File: src/rtl/fpu_issue_arb_if.sv
`default_nettype none
// ============================================================================
// Module   : fpu_issue_arb_if
// Brief    : Bundled requester, response and FPU-side signals for the
//            two-requester FPU issue arbiter. The slave modport is the
//            arbiter view; the master modport is the requester/FPU view.
// Revision : 1.0 - initial release
// ============================================================================
interface fpu_issue_arb_if;
  // Requester side (index 0/1 selects the requester)
  logic [1:0]        req_valid;
  logic [1:0]        req_ready;
  logic [1:0][2:0]   req_rm;
  logic [1:0][6:0]   req_uopc;
  logic [1:0][19:0]  req_imm;
  logic [1:0][64:0]  req_rs1;
  logic [1:0][64:0]  req_rs2;
  logic [1:0][64:0]  req_rs3;
  logic [1:0]        resp_valid;
  logic [1:0][64:0]  resp_data;
  logic [1:0]        resp_fflags_valid;
  logic [1:0][4:0]   resp_fflags;

  // Shared FPU port
  logic              fpu_req_valid;
  logic [2:0]        fpu_req_rm;
  logic [6:0]        fpu_req_uopc;
  logic [19:0]       fpu_req_imm;
  logic [64:0]       fpu_req_rs1;
  logic [64:0]       fpu_req_rs2;
  logic [64:0]       fpu_req_rs3;
  logic              fpu_resp_valid;
  logic [64:0]       fpu_resp_data;
  logic              fpu_resp_fflags_valid;
  logic [4:0]        fpu_resp_fflags;

  // Sticky protocol error
  logic              err;

  modport slave (
    input  req_valid, req_rm, req_uopc, req_imm, req_rs1, req_rs2, req_rs3,
    input  fpu_resp_valid, fpu_resp_data, fpu_resp_fflags_valid, fpu_resp_fflags,
    output req_ready, resp_valid, resp_data, resp_fflags_valid, resp_fflags,
    output fpu_req_valid, fpu_req_rm, fpu_req_uopc, fpu_req_imm,
    output fpu_req_rs1, fpu_req_rs2, fpu_req_rs3,
    output err
  );

  modport master (
    output req_valid, req_rm, req_uopc, req_imm, req_rs1, req_rs2, req_rs3,
    output fpu_resp_valid, fpu_resp_data, fpu_resp_fflags_valid, fpu_resp_fflags,
    input  req_ready, resp_valid, resp_data, resp_fflags_valid, resp_fflags,
    input  fpu_req_valid, fpu_req_rm, fpu_req_uopc, fpu_req_imm,
    input  fpu_req_rs1, fpu_req_rs2, fpu_req_rs3,
    input  err
  );
endinterface
`default_nettype wire

File: src/rtl/fpu_issue_arb.sv
`default_nettype none
// ============================================================================
// Module   : fpu_issue_arb
// Brief    : Two-requester issue arbiter and response router for a shared,
//            fixed-latency FPU. One grant per cycle, registered FPU request,
//            LAT-deep owner pipeline steering responses back to the issuer.
//            Grants depend only on valids and occupancy counters.
// Config   : define FPU_ARB_RR_EN for round-robin arbitration; otherwise
//            requester 0 has fixed priority.
// Revision : 1.0 - initial release
// ============================================================================
module fpu_issue_arb #(
  parameter int LAT     = 4,
  parameter int MAX_OUT = 3
) (
  input  wire logic      clock,
  input  wire logic      reset,   // asynchronous, active low
  fpu_issue_arb_if.slave bus
);

  localparam int            CW      = $clog2(MAX_OUT + 1);
  localparam logic [CW-1:0] MAX_CNT = CW'(MAX_OUT);

  logic [1:0]     elig;
  logic [1:0]     grant;
  logic           gnt_id;

  logic           fpu_req_valid_q;
  logic [2:0]     rm_q;
  logic [6:0]     uopc_q;
  logic [19:0]    imm_q;
  logic [64:0]    rs1_q;
  logic [64:0]    rs2_q;
  logic [64:0]    rs3_q;
  logic           iss_own_q;

  logic [LAT-1:0] pipe_v_q;
  logic [LAT-1:0] pipe_own_q;
  logic           tail_v;
  logic           tail_own;

  logic           err_q;

  assign tail_v   = pipe_v_q[LAT-1];
  assign tail_own = pipe_own_q[LAT-1];

  // Per-requester eligibility and in-flight occupancy counter
  for (genvar gi = 0; gi < 2; gi++) begin : g_req
    logic [CW-1:0] cnt_q;
    logic [CW-1:0] cnt_d;
    logic          acc;
    logic          ret;

    assign acc      = bus.req_ready[gi];
    assign ret      = tail_v && (tail_own == (gi == 1));
    assign elig[gi] = bus.req_valid[gi] && (cnt_q < MAX_CNT);

    // Accept and retire in the same cycle cancel out
    always_comb begin
      cnt_d = cnt_q;
      if (acc && !ret) begin
        cnt_d = cnt_q + CW'(1);
      end else if (!acc && ret) begin
        cnt_d = cnt_q - CW'(1);
      end
    end

    // Occupancy counter register
    always_ff @(posedge clock or negedge reset) begin
      if (!reset) begin
        cnt_q <= '0;
      end else begin
        cnt_q <= cnt_d;
      end
    end
  end

`ifdef FPU_ARB_RR_EN
  logic last_q;

  // On a conflict, the requester that did not win most recently is granted
  always_comb begin
    grant = elig;
    if (elig == 2'b11) begin
      grant = last_q ? 2'b01 : 2'b10;
    end
  end

  // Remember the most recent winner; reset value lets requester 0 win first
  always_ff @(posedge clock or negedge reset) begin
    if (!reset) begin
      last_q <= 1'b1;
    end else if (|grant) begin
      last_q <= grant[1];
    end
  end
`else
  // Fixed priority: requester 0 wins any conflict
  always_comb begin
    grant = elig[0] ? 2'b01 : elig;
  end
`endif

  assign gnt_id        = grant[1];
  assign bus.req_ready = reset ? grant : 2'b00;

  // Issue register: capture the granted payload, hold it when idle
  always_ff @(posedge clock or negedge reset) begin
    if (!reset) begin
      fpu_req_valid_q <= 1'b0;
      iss_own_q       <= 1'b0;
      rm_q            <= '0;
      uopc_q          <= '0;
      imm_q           <= '0;
      rs1_q           <= '0;
      rs2_q           <= '0;
      rs3_q           <= '0;
    end else begin
      fpu_req_valid_q <= |grant;
      if (|grant) begin
        iss_own_q <= gnt_id;
        rm_q      <= bus.req_rm[gnt_id];
        uopc_q    <= bus.req_uopc[gnt_id];
        imm_q     <= bus.req_imm[gnt_id];
        rs1_q     <= bus.req_rs1[gnt_id];
        rs2_q     <= bus.req_rs2[gnt_id];
        rs3_q     <= bus.req_rs3[gnt_id];
      end
    end
  end

  assign bus.fpu_req_valid = fpu_req_valid_q;
  assign bus.fpu_req_rm    = rm_q;
  assign bus.fpu_req_uopc  = uopc_q;
  assign bus.fpu_req_imm   = imm_q;
  assign bus.fpu_req_rs1   = rs1_q;
  assign bus.fpu_req_rs2   = rs2_q;
  assign bus.fpu_req_rs3   = rs3_q;

  // Owner pipeline: tail lines up with the FPU response of the issued op
  always_ff @(posedge clock or negedge reset) begin
    if (!reset) begin
      pipe_v_q   <= '0;
      pipe_own_q <= '0;
    end else begin
      pipe_v_q[0]   <= fpu_req_valid_q;
      pipe_own_q[0] <= iss_own_q;
      for (int k = 1; k < LAT; k++) begin
        pipe_v_q[k]   <= pipe_v_q[k-1];
        pipe_own_q[k] <= pipe_own_q[k-1];
      end
    end
  end

  // Steer the FPU response to the tail owner; unmatched responses are dropped
  always_comb begin
    bus.resp_valid        = 2'b00;
    bus.resp_data         = '0;
    bus.resp_fflags_valid = 2'b00;
    bus.resp_fflags       = '0;
    if (bus.fpu_resp_valid && tail_v) begin
      bus.resp_valid[tail_own]        = 1'b1;
      bus.resp_data[tail_own]         = bus.fpu_resp_data;
      bus.resp_fflags_valid[tail_own] = bus.fpu_resp_fflags_valid;
      bus.resp_fflags[tail_own]       = bus.fpu_resp_fflags;
    end
  end

  // Sticky error: response without a tail entry, or tail entry without response
  always_ff @(posedge clock or negedge reset) begin
    if (!reset) begin
      err_q <= 1'b0;
    end else if (bus.fpu_resp_valid != tail_v) begin
      err_q <= 1'b1;
    end
  end

  assign bus.err = err_q;

endmodule
`default_nettype wire

File: src/flat_wrapper.sv
// flat-port wrapper written by rule: the top's interface ports become plain ports
module fpu_issue_arb_flat 
#(
  parameter int LAT     = 4,
  parameter int MAX_OUT = 3
)
  (clock, reset, bus_req_valid, bus_req_rm, bus_req_uopc, bus_req_imm, bus_req_rs1, bus_req_rs2, bus_req_rs3, bus_fpu_resp_valid, bus_fpu_resp_data, bus_fpu_resp_fflags_valid, bus_fpu_resp_fflags, bus_req_ready, bus_resp_valid, bus_resp_data, bus_resp_fflags_valid, bus_resp_fflags, bus_fpu_req_valid, bus_fpu_req_rm, bus_fpu_req_uopc, bus_fpu_req_imm, bus_fpu_req_rs1, bus_fpu_req_rs2, bus_fpu_req_rs3, bus_err);
  fpu_issue_arb_if bus_i ();
  input  wire logic clock;
  input  wire logic reset;
  input wire logic [$bits(bus_i.req_valid)-1:0] bus_req_valid;
  input wire logic [$bits(bus_i.req_rm)-1:0] bus_req_rm;
  input wire logic [$bits(bus_i.req_uopc)-1:0] bus_req_uopc;
  input wire logic [$bits(bus_i.req_imm)-1:0] bus_req_imm;
  input wire logic [$bits(bus_i.req_rs1)-1:0] bus_req_rs1;
  input wire logic [$bits(bus_i.req_rs2)-1:0] bus_req_rs2;
  input wire logic [$bits(bus_i.req_rs3)-1:0] bus_req_rs3;
  input wire logic [$bits(bus_i.fpu_resp_valid)-1:0] bus_fpu_resp_valid;
  input wire logic [$bits(bus_i.fpu_resp_data)-1:0] bus_fpu_resp_data;
  input wire logic [$bits(bus_i.fpu_resp_fflags_valid)-1:0] bus_fpu_resp_fflags_valid;
  input wire logic [$bits(bus_i.fpu_resp_fflags)-1:0] bus_fpu_resp_fflags;
  output wire logic [$bits(bus_i.req_ready)-1:0] bus_req_ready;
  output wire logic [$bits(bus_i.resp_valid)-1:0] bus_resp_valid;
  output wire logic [$bits(bus_i.resp_data)-1:0] bus_resp_data;
  output wire logic [$bits(bus_i.resp_fflags_valid)-1:0] bus_resp_fflags_valid;
  output wire logic [$bits(bus_i.resp_fflags)-1:0] bus_resp_fflags;
  output wire logic [$bits(bus_i.fpu_req_valid)-1:0] bus_fpu_req_valid;
  output wire logic [$bits(bus_i.fpu_req_rm)-1:0] bus_fpu_req_rm;
  output wire logic [$bits(bus_i.fpu_req_uopc)-1:0] bus_fpu_req_uopc;
  output wire logic [$bits(bus_i.fpu_req_imm)-1:0] bus_fpu_req_imm;
  output wire logic [$bits(bus_i.fpu_req_rs1)-1:0] bus_fpu_req_rs1;
  output wire logic [$bits(bus_i.fpu_req_rs2)-1:0] bus_fpu_req_rs2;
  output wire logic [$bits(bus_i.fpu_req_rs3)-1:0] bus_fpu_req_rs3;
  output wire logic [$bits(bus_i.err)-1:0] bus_err;
  assign bus_i.req_valid = bus_req_valid;
  assign bus_i.req_rm = bus_req_rm;
  assign bus_i.req_uopc = bus_req_uopc;
  assign bus_i.req_imm = bus_req_imm;
  assign bus_i.req_rs1 = bus_req_rs1;
  assign bus_i.req_rs2 = bus_req_rs2;
  assign bus_i.req_rs3 = bus_req_rs3;
  assign bus_i.fpu_resp_valid = bus_fpu_resp_valid;
  assign bus_i.fpu_resp_data = bus_fpu_resp_data;
  assign bus_i.fpu_resp_fflags_valid = bus_fpu_resp_fflags_valid;
  assign bus_i.fpu_resp_fflags = bus_fpu_resp_fflags;
  assign bus_req_ready = bus_i.req_ready;
  assign bus_resp_valid = bus_i.resp_valid;
  assign bus_resp_data = bus_i.resp_data;
  assign bus_resp_fflags_valid = bus_i.resp_fflags_valid;
  assign bus_resp_fflags = bus_i.resp_fflags;
  assign bus_fpu_req_valid = bus_i.fpu_req_valid;
  assign bus_fpu_req_rm = bus_i.fpu_req_rm;
  assign bus_fpu_req_uopc = bus_i.fpu_req_uopc;
  assign bus_fpu_req_imm = bus_i.fpu_req_imm;
  assign bus_fpu_req_rs1 = bus_i.fpu_req_rs1;
  assign bus_fpu_req_rs2 = bus_i.fpu_req_rs2;
  assign bus_fpu_req_rs3 = bus_i.fpu_req_rs3;
  assign bus_err = bus_i.err;
  fpu_issue_arb #(.LAT(LAT), .MAX_OUT(MAX_OUT)) u_core (.clock(clock), .reset(reset), .bus(bus_i));
endmodule
File: config.mk
export PLATFORM = sky130hd
export DESIGN_NAME = fpu_issue_arb_flat
export DESIGN_NICKNAME = d
export VERILOG_FILES = /design/src/rtl/fpu_issue_arb_if.sv /design/src/rtl/fpu_issue_arb.sv /design/src/flat_wrapper.sv
export SDC_FILE = /design/constraint.sdc
export NUM_CORES = 1
export LEC_CHECK = 0
export ABC_AREA = 1
export ABC_CLOCK_PERIOD_IN_PS = 2200
export BUFFER_PORTS_ARGS = -buffer_cell sky130_fd_sc_hd__buf_4
export CAP_MARGIN = 20
export CORE_AREA = 2 2 355 357
export CTS_BUF_LIST = sky130_fd_sc_hd__clkbuf_2
export DETAILED_ROUTE_END_ITERATION = 8
export DIE_AREA = 0 0 357 359
export GPL_TIMING_DRIVEN = 0
export PLACE_DENSITY_LB_ADDON = 0.08
export RECOVER_POWER = 25
export SLEW_MARGIN = 20
export SYNTH_ARGS = -nofsm -noshare
export SYNTH_HDL_FRONTEND = slang
export SYNTH_SLANG_ARGS = --single-unit
File: constraint.sdc
create_clock -name clock -period 2.2 [get_ports clock]
set_input_delay 0.22 -clock clock [delete_from_list [all_inputs] [get_ports clock]]
set_output_delay 0.22 -clock clock [all_outputs]
set_load 0.02 [all_outputs]
==> results by group, run 1 <==
Clocking
  • CTS Buf Count: 93
  • Htree depth: 3
  • Post-CTS Setup Bufs: 58
  • Longest Clk Path Bufs: 3
  • Cts hold-fix bufs: 865
  • Clock Sinks: 240
  • Root buffer cell: clkbuf_2
  • Post-CTS resize count: 637

Run status
  • First Err: [ERROR RSZ-0060] Max buffer count reached.
  • Failing step: clock tree synthesis
  • Status: did not finish

Synth
  • Most area-consuming cells after synthesis: dfrtp_1 50%, nand3_1 28%, nand2_1 7.6%
  • Ys Warns: 0
  • Leading area contributor after synthesis: dfrtp_1
  • Simple-Gate Fraction of Synth Area: 40.4%
  • Synth cell types: 18
  • Syn_nets: between 2,000 and 2,500
  • Adder-cell share of the synthesized area: 0.312%
  • Post-Syn Area: 12,000 µm²
  • Post-synth top area share: 49.9%
  • Flops & latches, synth: 240
  • Post-Synth XOR/XNOR Area: 0.146%
  • Register area share after synthesis: 49.9%
  • Mux share of post-synthesis cell area: 0%
  • Complex-gate fraction of the synthesized area: 0.0832%
  • Post-Syn Instances: 1,537
  • Largest family of logic cells by synthesized area: simple AND/OR/NAND/NOR gates
  • Avg Cell Area, Syn: 7.82 µm²

Placement
  • Placed cell areas: 20,900 µm²
  • Hpwl dp: 77,500 µm
  • GPL Wtd Cong: 0.858
  • IO buf count: 898

Floorplan
  • Die X: 357 µm
  • Die Height: 359 µm
  • Initial Util: 9.65%
  • Num rows: 130
  • I/O pins: 899
[kinds of logic after synthesis]
family                   after synthesis
adder cells (fa/ha/maj)                3
buffers and inverters                224
XOR/XNOR                               2
flip-flops                           240
AO/OA/AOI/OAI                          2
AND/OR/NAND/NOR                     1066
[through the flow]
| step | setup slack (ns) | util [%] | instances | TNS (ns) |
|---|---|---|---|---|
| after floorplan | 0.0272 | - | 1537 | 0 |
| after global placement | -2.99 | 16.7 | 4085 | -508.76 |
| after detailed placement | -1.12 | 16.8 | 4088 | -47.77 |
[synthesized netlist by cell type]
cell and count:
nand3_1 677, nand2_1 242, dfrtp_1 240, nor2_1 143, inv_1 85, buf_2 63, buf_4 43, clkbuf_1 25
buf_1 5, ha_1 3, buf_6 2, nand4_1 2, xnor2_1 2, a21oi_1 1, inv_2 1, nor3_1 1
o21ai_0 1, or2_2 1
==> run 2, diff against run 1 <==
- CORE_AREA: 2 2 355 357 -> 2 2 353 355
- CTS_BUF_LIST: sky130_fd_sc_hd__clkbuf_2 -> unset
- DIE_AREA: 0 0 357 359 -> 0 0 355 357
- PLACE_DENSITY_LB_ADDON: 0.08 -> 0.15
==> run 2 against run 1 <==
Net effect:
- the flow now finishes, with violations (capacitance limit, slew limit)
- synthesized cell count did not move
- area after synthesis did not move
==> results by group, run 2 <==
Synth
  • Syn_nets: 2,066 (unchanged)
  • Synth cell types: 18 (unchanged)
  • Post-Syn Area: 12,000 µm² (unchanged)
  • Flops & latches, synth: 240 (unchanged)
  • Most used DFF post-synth: dfrtp_1 (unchanged)
  • Post-Syn Instances: 1,537 (unchanged)
  • Synth top cells by count: 677 x nand3_1, 242 x nand2_1, 240 x dfrtp_1 (unchanged)
  • Most area-consuming cells after synthesis: dfrtp_1 50%, nand3_1 28%, nand2_1 7.6% (unchanged)
  • Avg Cell Area, Syn: 7.82 µm² (unchanged)
  • Async S/R FF share, synth: 100% (unchanged)
  • Post-synth top area share: 49.9% (unchanged)
  • Register area share after synthesis: 49.9% (unchanged)
  • Most numerous cell in the Yosys netlist: nand3_1 (unchanged)
  • Leading area contributor after synthesis: dfrtp_1 (unchanged)
  • Ys Warns: 0 (unchanged)
  • Post-synth EDFFs: 0 (unchanged)

Routing
  • # DRC: 0
  • Drt via density: approximately 3.6
  • First-pass detailed-route iteration total: 5
  • Post-Route WL: 92,800 µm
  • Routed wire per std cell: 20.1 µm
  • Antenna viol nets, final: 0
  • 1st-iter DRT viols: approximately 780
  • Via Count: between 15,000 and 20,000

Critical path
  • Worst reg2reg path depth: 7
  • Cell mode on critical path: buf_12
  • Critical Path Source Type: register
  • WP buf/inv: 4
  • WP data required: 1.98 ns
  • Crit Path Max Fanout: 3
  • Setup CP Type: reg -> out
  • Worst R2R End: u_core.bus.fpu_req_rs2[63]$_DFFE_PN0P_
  • Crit path arrival time: 1.87 ns
  • R2R Setup Slk: 0.22 ns
  • Crit path max-delay cell type: dfrtp_1
  • Worst path cell trace: nand2_4 -> nand2_8 -> inv_16 -> buf_12 -> buf_12 -> nor3_4 -> buf_6
  • Crit-path leading delay family: buffers and inverters
  • Critical Path Max Stage Delay: between 0.3 and 0.4 ns
  • CP endpoint kind: output port
  • FF-to-FF Start: u_core.g_req[0].cnt_q[0]$_DFFE_PN0P_

Clocking
  • Clock Sinks: 240 (unchanged)
  • Clk_lat worst skew: 0.57 ns
  • Longest Clk Path Bufs: 3 (unchanged)
  • Htree depth: 2 (was 3)
  • TritonCTS clock tree: built
  • Clk slew on worst S/H paths: 0.06 ns
  • CTS Buf Count: 39 (was 93)
  • Root buffer cell: clkbuf_16 (was clkbuf_2)

STA
  • Minimum clock period: 2.09 ns
  • Final setup violation count: 0
  • Worst setup margin: 0.112 ns
  • Worst-Margin Slew: 1.64 ns
  • WHS: between 0.02 and 0.03 ns
  • Tcrit/Tclk final: 94.9%
  • Slew Viols, Final: 61
  • RSZ-0062 raised after global routing: no
  • Slew HR: -9.19%
  • TNS Setup: 0 ns
  • Clock skew: just under 0.009 ns
  • Fmax: 479 MHz
  • Final Hold Viols: 0

Layout
  • Commonest non-fill, non-tap cell in the layout: buf_4
  • Fill cells: ~14,000
  • Multi-input gate area: 5020 µm²
  • Share of layout cells above drive strength 1: ~38%
  • Most frequent cells in the layout: 949 x buf_4, 677 x nand3_1, 451 x dlygate4sd3_1
  • Final Instance Area: 27,000 µm²
  • Fin nets: roughly 3,500
  • Register area: 6010 µm²
  • Syn-to-layout area delta: 125%
  • Final std cells w/o fill: 4,612

Placement
  • Placed cell count: 4,075 (was 4,088)
  • IO buf count: 898 (unchanged)
  • Place WS: -1.01 ns (was -1.12 ns)
  • Placed cell areas: 20,900 µm² (about the same)
  • Hpwl dp: 72,300 µm (was 77,500 µm)
  • GPL Wtd Cong: 0.796 (was 0.858)

Floorplan
  • I/O pins: 899 (unchanged)
  • Full die area: 127,000 µm²
  • Core area: roughly 120,000 µm²
  • Die X: 355 µm (was 357 µm)
  • Num rows: 129 (was 130)
  • Die Height: 357 µm (was 359 µm)
  • Initial Util: 9.78% (was 9.65%)

Worst hold path
  • Hold EP: u_core.bus.fpu_req_rs3[46]$_DFFE_PN0P_
  • Worst min-delay path startpoint: bus_req_rs3[111]
  • Hold depth: 3
  • Hold Crit Class: in -> reg

Global routing
  • Total grt overflow: 0
  • Vias in the first global route: 17,900
  • Global-route wire length before repair: 129,000 µm
  • Initial antenna violation count: 13
  • All-Layer GR Usage: 14.0%
  • Pin count of the biggest net entering global routing: 66

Pwr
  • LEAKAGE: roughly 13 nW
  • Pwr/cell area: 1050 nW/µm²
  • Peak VDD IR: 0.000524 V

Run status
  • Failing checks: capacitance limit, slew limit
  • Status: complete, but fails checks (was did not finish)

Job
  • Max-cap viol count: 1
-- run 2: logic make-up (layout without fill, tap and decap cells) --
| kind of cell | Yosys count | after routing | synth area share [%] |
|---|---|---|---|
| adders and majority gates | 3 | 3 | 0.312 |
| DFF | 240 | 240 | 49.9 |
| and+or+nand+nor | 1066 | 1066 | 40.4 |
| other | 0 | 9 | 0 |
| xor gates and xnor gates | 2 | 2 | 0.146 |
| buffers and inverters | 224 | 1653 | 9.12 |
| AOI/OAI and AO/OA | 2 | 2 | 0.0832 |
-- run 2: how the worst max path moves through the flow --
stage                                                end  slack [ns]  depth (start not counted)                                 start
CTS                                     bus_req_ready[1]       -0.06                          6  u_core.g_req[1].cnt_q[0]$_DFFE_PN0P_
finish                                  bus_req_ready[1]        0.11                          7  u_core.g_req[0].cnt_q[1]$_DFFE_PN0P_
detailed placement  u_core.g_req[1].cnt_q[1]$_DFFE_PN0P_       -1.01                         11  u_core.g_req[0].cnt_q[0]$_DFFE_PN0P_
global placement    u_core.g_req[1].cnt_q[1]$_DFFE_PN0P_       -2.84                          8                                 reset
floorplan           u_core.g_req[1].cnt_q[1]$_DFFE_PN0P_        0.03                         11  u_core.g_req[0].cnt_q[0]$_DFFE_PN0P_
global route                            bus_req_ready[1]       0.007                          7  u_core.g_req[0].cnt_q[0]$_DFFE_PN0P_
-- run 2: repair_timing --
item | 4_1_cts | 5_1_grt
endpoints found under the setup margin | 308 | 16
resized for setup | 70 | 10
setup buffers | 9 | 4
hold buffers | 454 | 0
pin swaps | 3 | 2
hold endpoints to repair | 280 | 0
-- run 2: report_power, final --
part           switching [mW]  total (mW)  internal (mW)
clock                    2.51        6.34           3.84
sequential               1.21        7.40           6.19
combinational            8.82        14.5           5.69
total                    12.5        28.3           15.7
-- run 2: layer usage --
metal	vias up	GRT usage [%]	wire, µm
li1	8002	-	-
met1	7897	16.9	38600
met2	570	24.7	46300
met3	111	3.44	5580
met4	10	3.81	2250
met5	-	0	62
-- run 2: final cells by class --
type	instances	area share [%]
Inverter	86	1.25
Tap cell	1637	7.58
Buffer	137	3.32
Sequential cell	240	22.2
Multi-Input combinational cell	1073	18.6
Clock inverter	5	0.208
Clock buffer	57	4.43
Timing Repair Buffer	1368	42.3
Antenna cell	9	0.0834
-- run 2: metrics by stage --
step	total power [mW]	util, %
global route	30.2	22.0
CTS	29.0	22.0
floorplan	13.7	-
finish	28.3	22.0
detailed placement	21.3	17.0
global placement	21.4	16.9
-- run 2: worst reg2reg max path: cells and delay by family, from the launching register on --
kind / cells / cell delay, ns
simple gates: 4 / 0.52
flops: 1 / 0.42
buf+inv: 3 / 0.98
No activity file was read; power rests on OpenSTA's default activity.
==> run 3, diff against run 2 <==
- CTS_BUF_LIST: unset -> sky130_fd_sc_hd__clkbuf_4
==> run 3 against run 2 <==
Net effect:
- the run now fails in clock tree synthesis
- area after synthesis unchanged
- synthesized cell count unchanged
==> results by group, run 3 <==
Clocking
  • Longest Clk Path Bufs: 3 (unchanged)
  • Root buffer cell: clkbuf_4 (was clkbuf_16)
  • Post-CTS resize count: 545 (was 70)
  • Post-CTS Setup Bufs: 30 (was 9)
  • Clock Sinks: 240 (unchanged)
  • Htree depth: 3 (was 2)
  • CTS Buf Count: 89 (was 39)
  • Cts hold-fix bufs: 858 (was 454)

Synth
  • Ys Warns: 0 (unchanged)
  • Leading area contributor after synthesis: dfrtp_1 (unchanged)
  • Avg Cell Area, Syn: 7.82 µm² (unchanged)
  • Register area share after synthesis: 49.9% (unchanged)
  • Post-Syn Instances: 1,537 (unchanged)
  • Post-synth EDFFs: 0 (unchanged)
  • Most numerous cell in the Yosys netlist: nand3_1 (unchanged)
  • Most used DFF post-synth: dfrtp_1 (unchanged)
  • Most area-consuming cells after synthesis: dfrtp_1 50%, nand3_1 28%, nand2_1 7.6% (unchanged)
  • Flops & latches, synth: 240 (unchanged)
  • Synth top cells by count: 677 x nand3_1, 242 x nand2_1, 240 x dfrtp_1 (unchanged)
  • Syn_nets: 2,066 (unchanged)
  • Synth cell types: 18 (unchanged)
  • Post-synth top area share: 49.9% (unchanged)
  • Async S/R FF share, synth: 100% (unchanged)
  • Post-Syn Area: 12,000 µm² (unchanged)

Placement
  • Place WS: -1.01 ns (unchanged)
  • IO buf count: 898 (unchanged)
  • GPL Wtd Cong: 0.796 (unchanged)
  • Hpwl dp: 72,300 µm (unchanged)
  • Placed cell count: 4,075 (unchanged)

Run status
  • Failing step: clock tree synthesis
  • Status: did not finish (was complete, but fails checks)
  • First Err: [ERROR RSZ-0060] Max buffer count reached.

Floorplan
  • Num rows: 129 (unchanged)
  • Die Height: 357 µm (unchanged)
  • Initial Util: 9.78% (unchanged)
  • I/O pins: 899 (unchanged)
  • Die X: 355 µm (unchanged)
[run 3: cell families after synthesis]
kind of cell	Yosys count	share of synthesized area, %
xor+xnor	2	0.146
flops	240	49.9
fa+ha+maj	3	0.312
compound gates	2	0.0832
simple gates	1066	40.4
buf+inv	224	9.12
[run 3: per-stage QoR]
step	instance area [µm²]	hold slack [ns]
after floorplan	12000	-0.0756
after global placement	20800	0.334
after detailed placement	20900	0.214
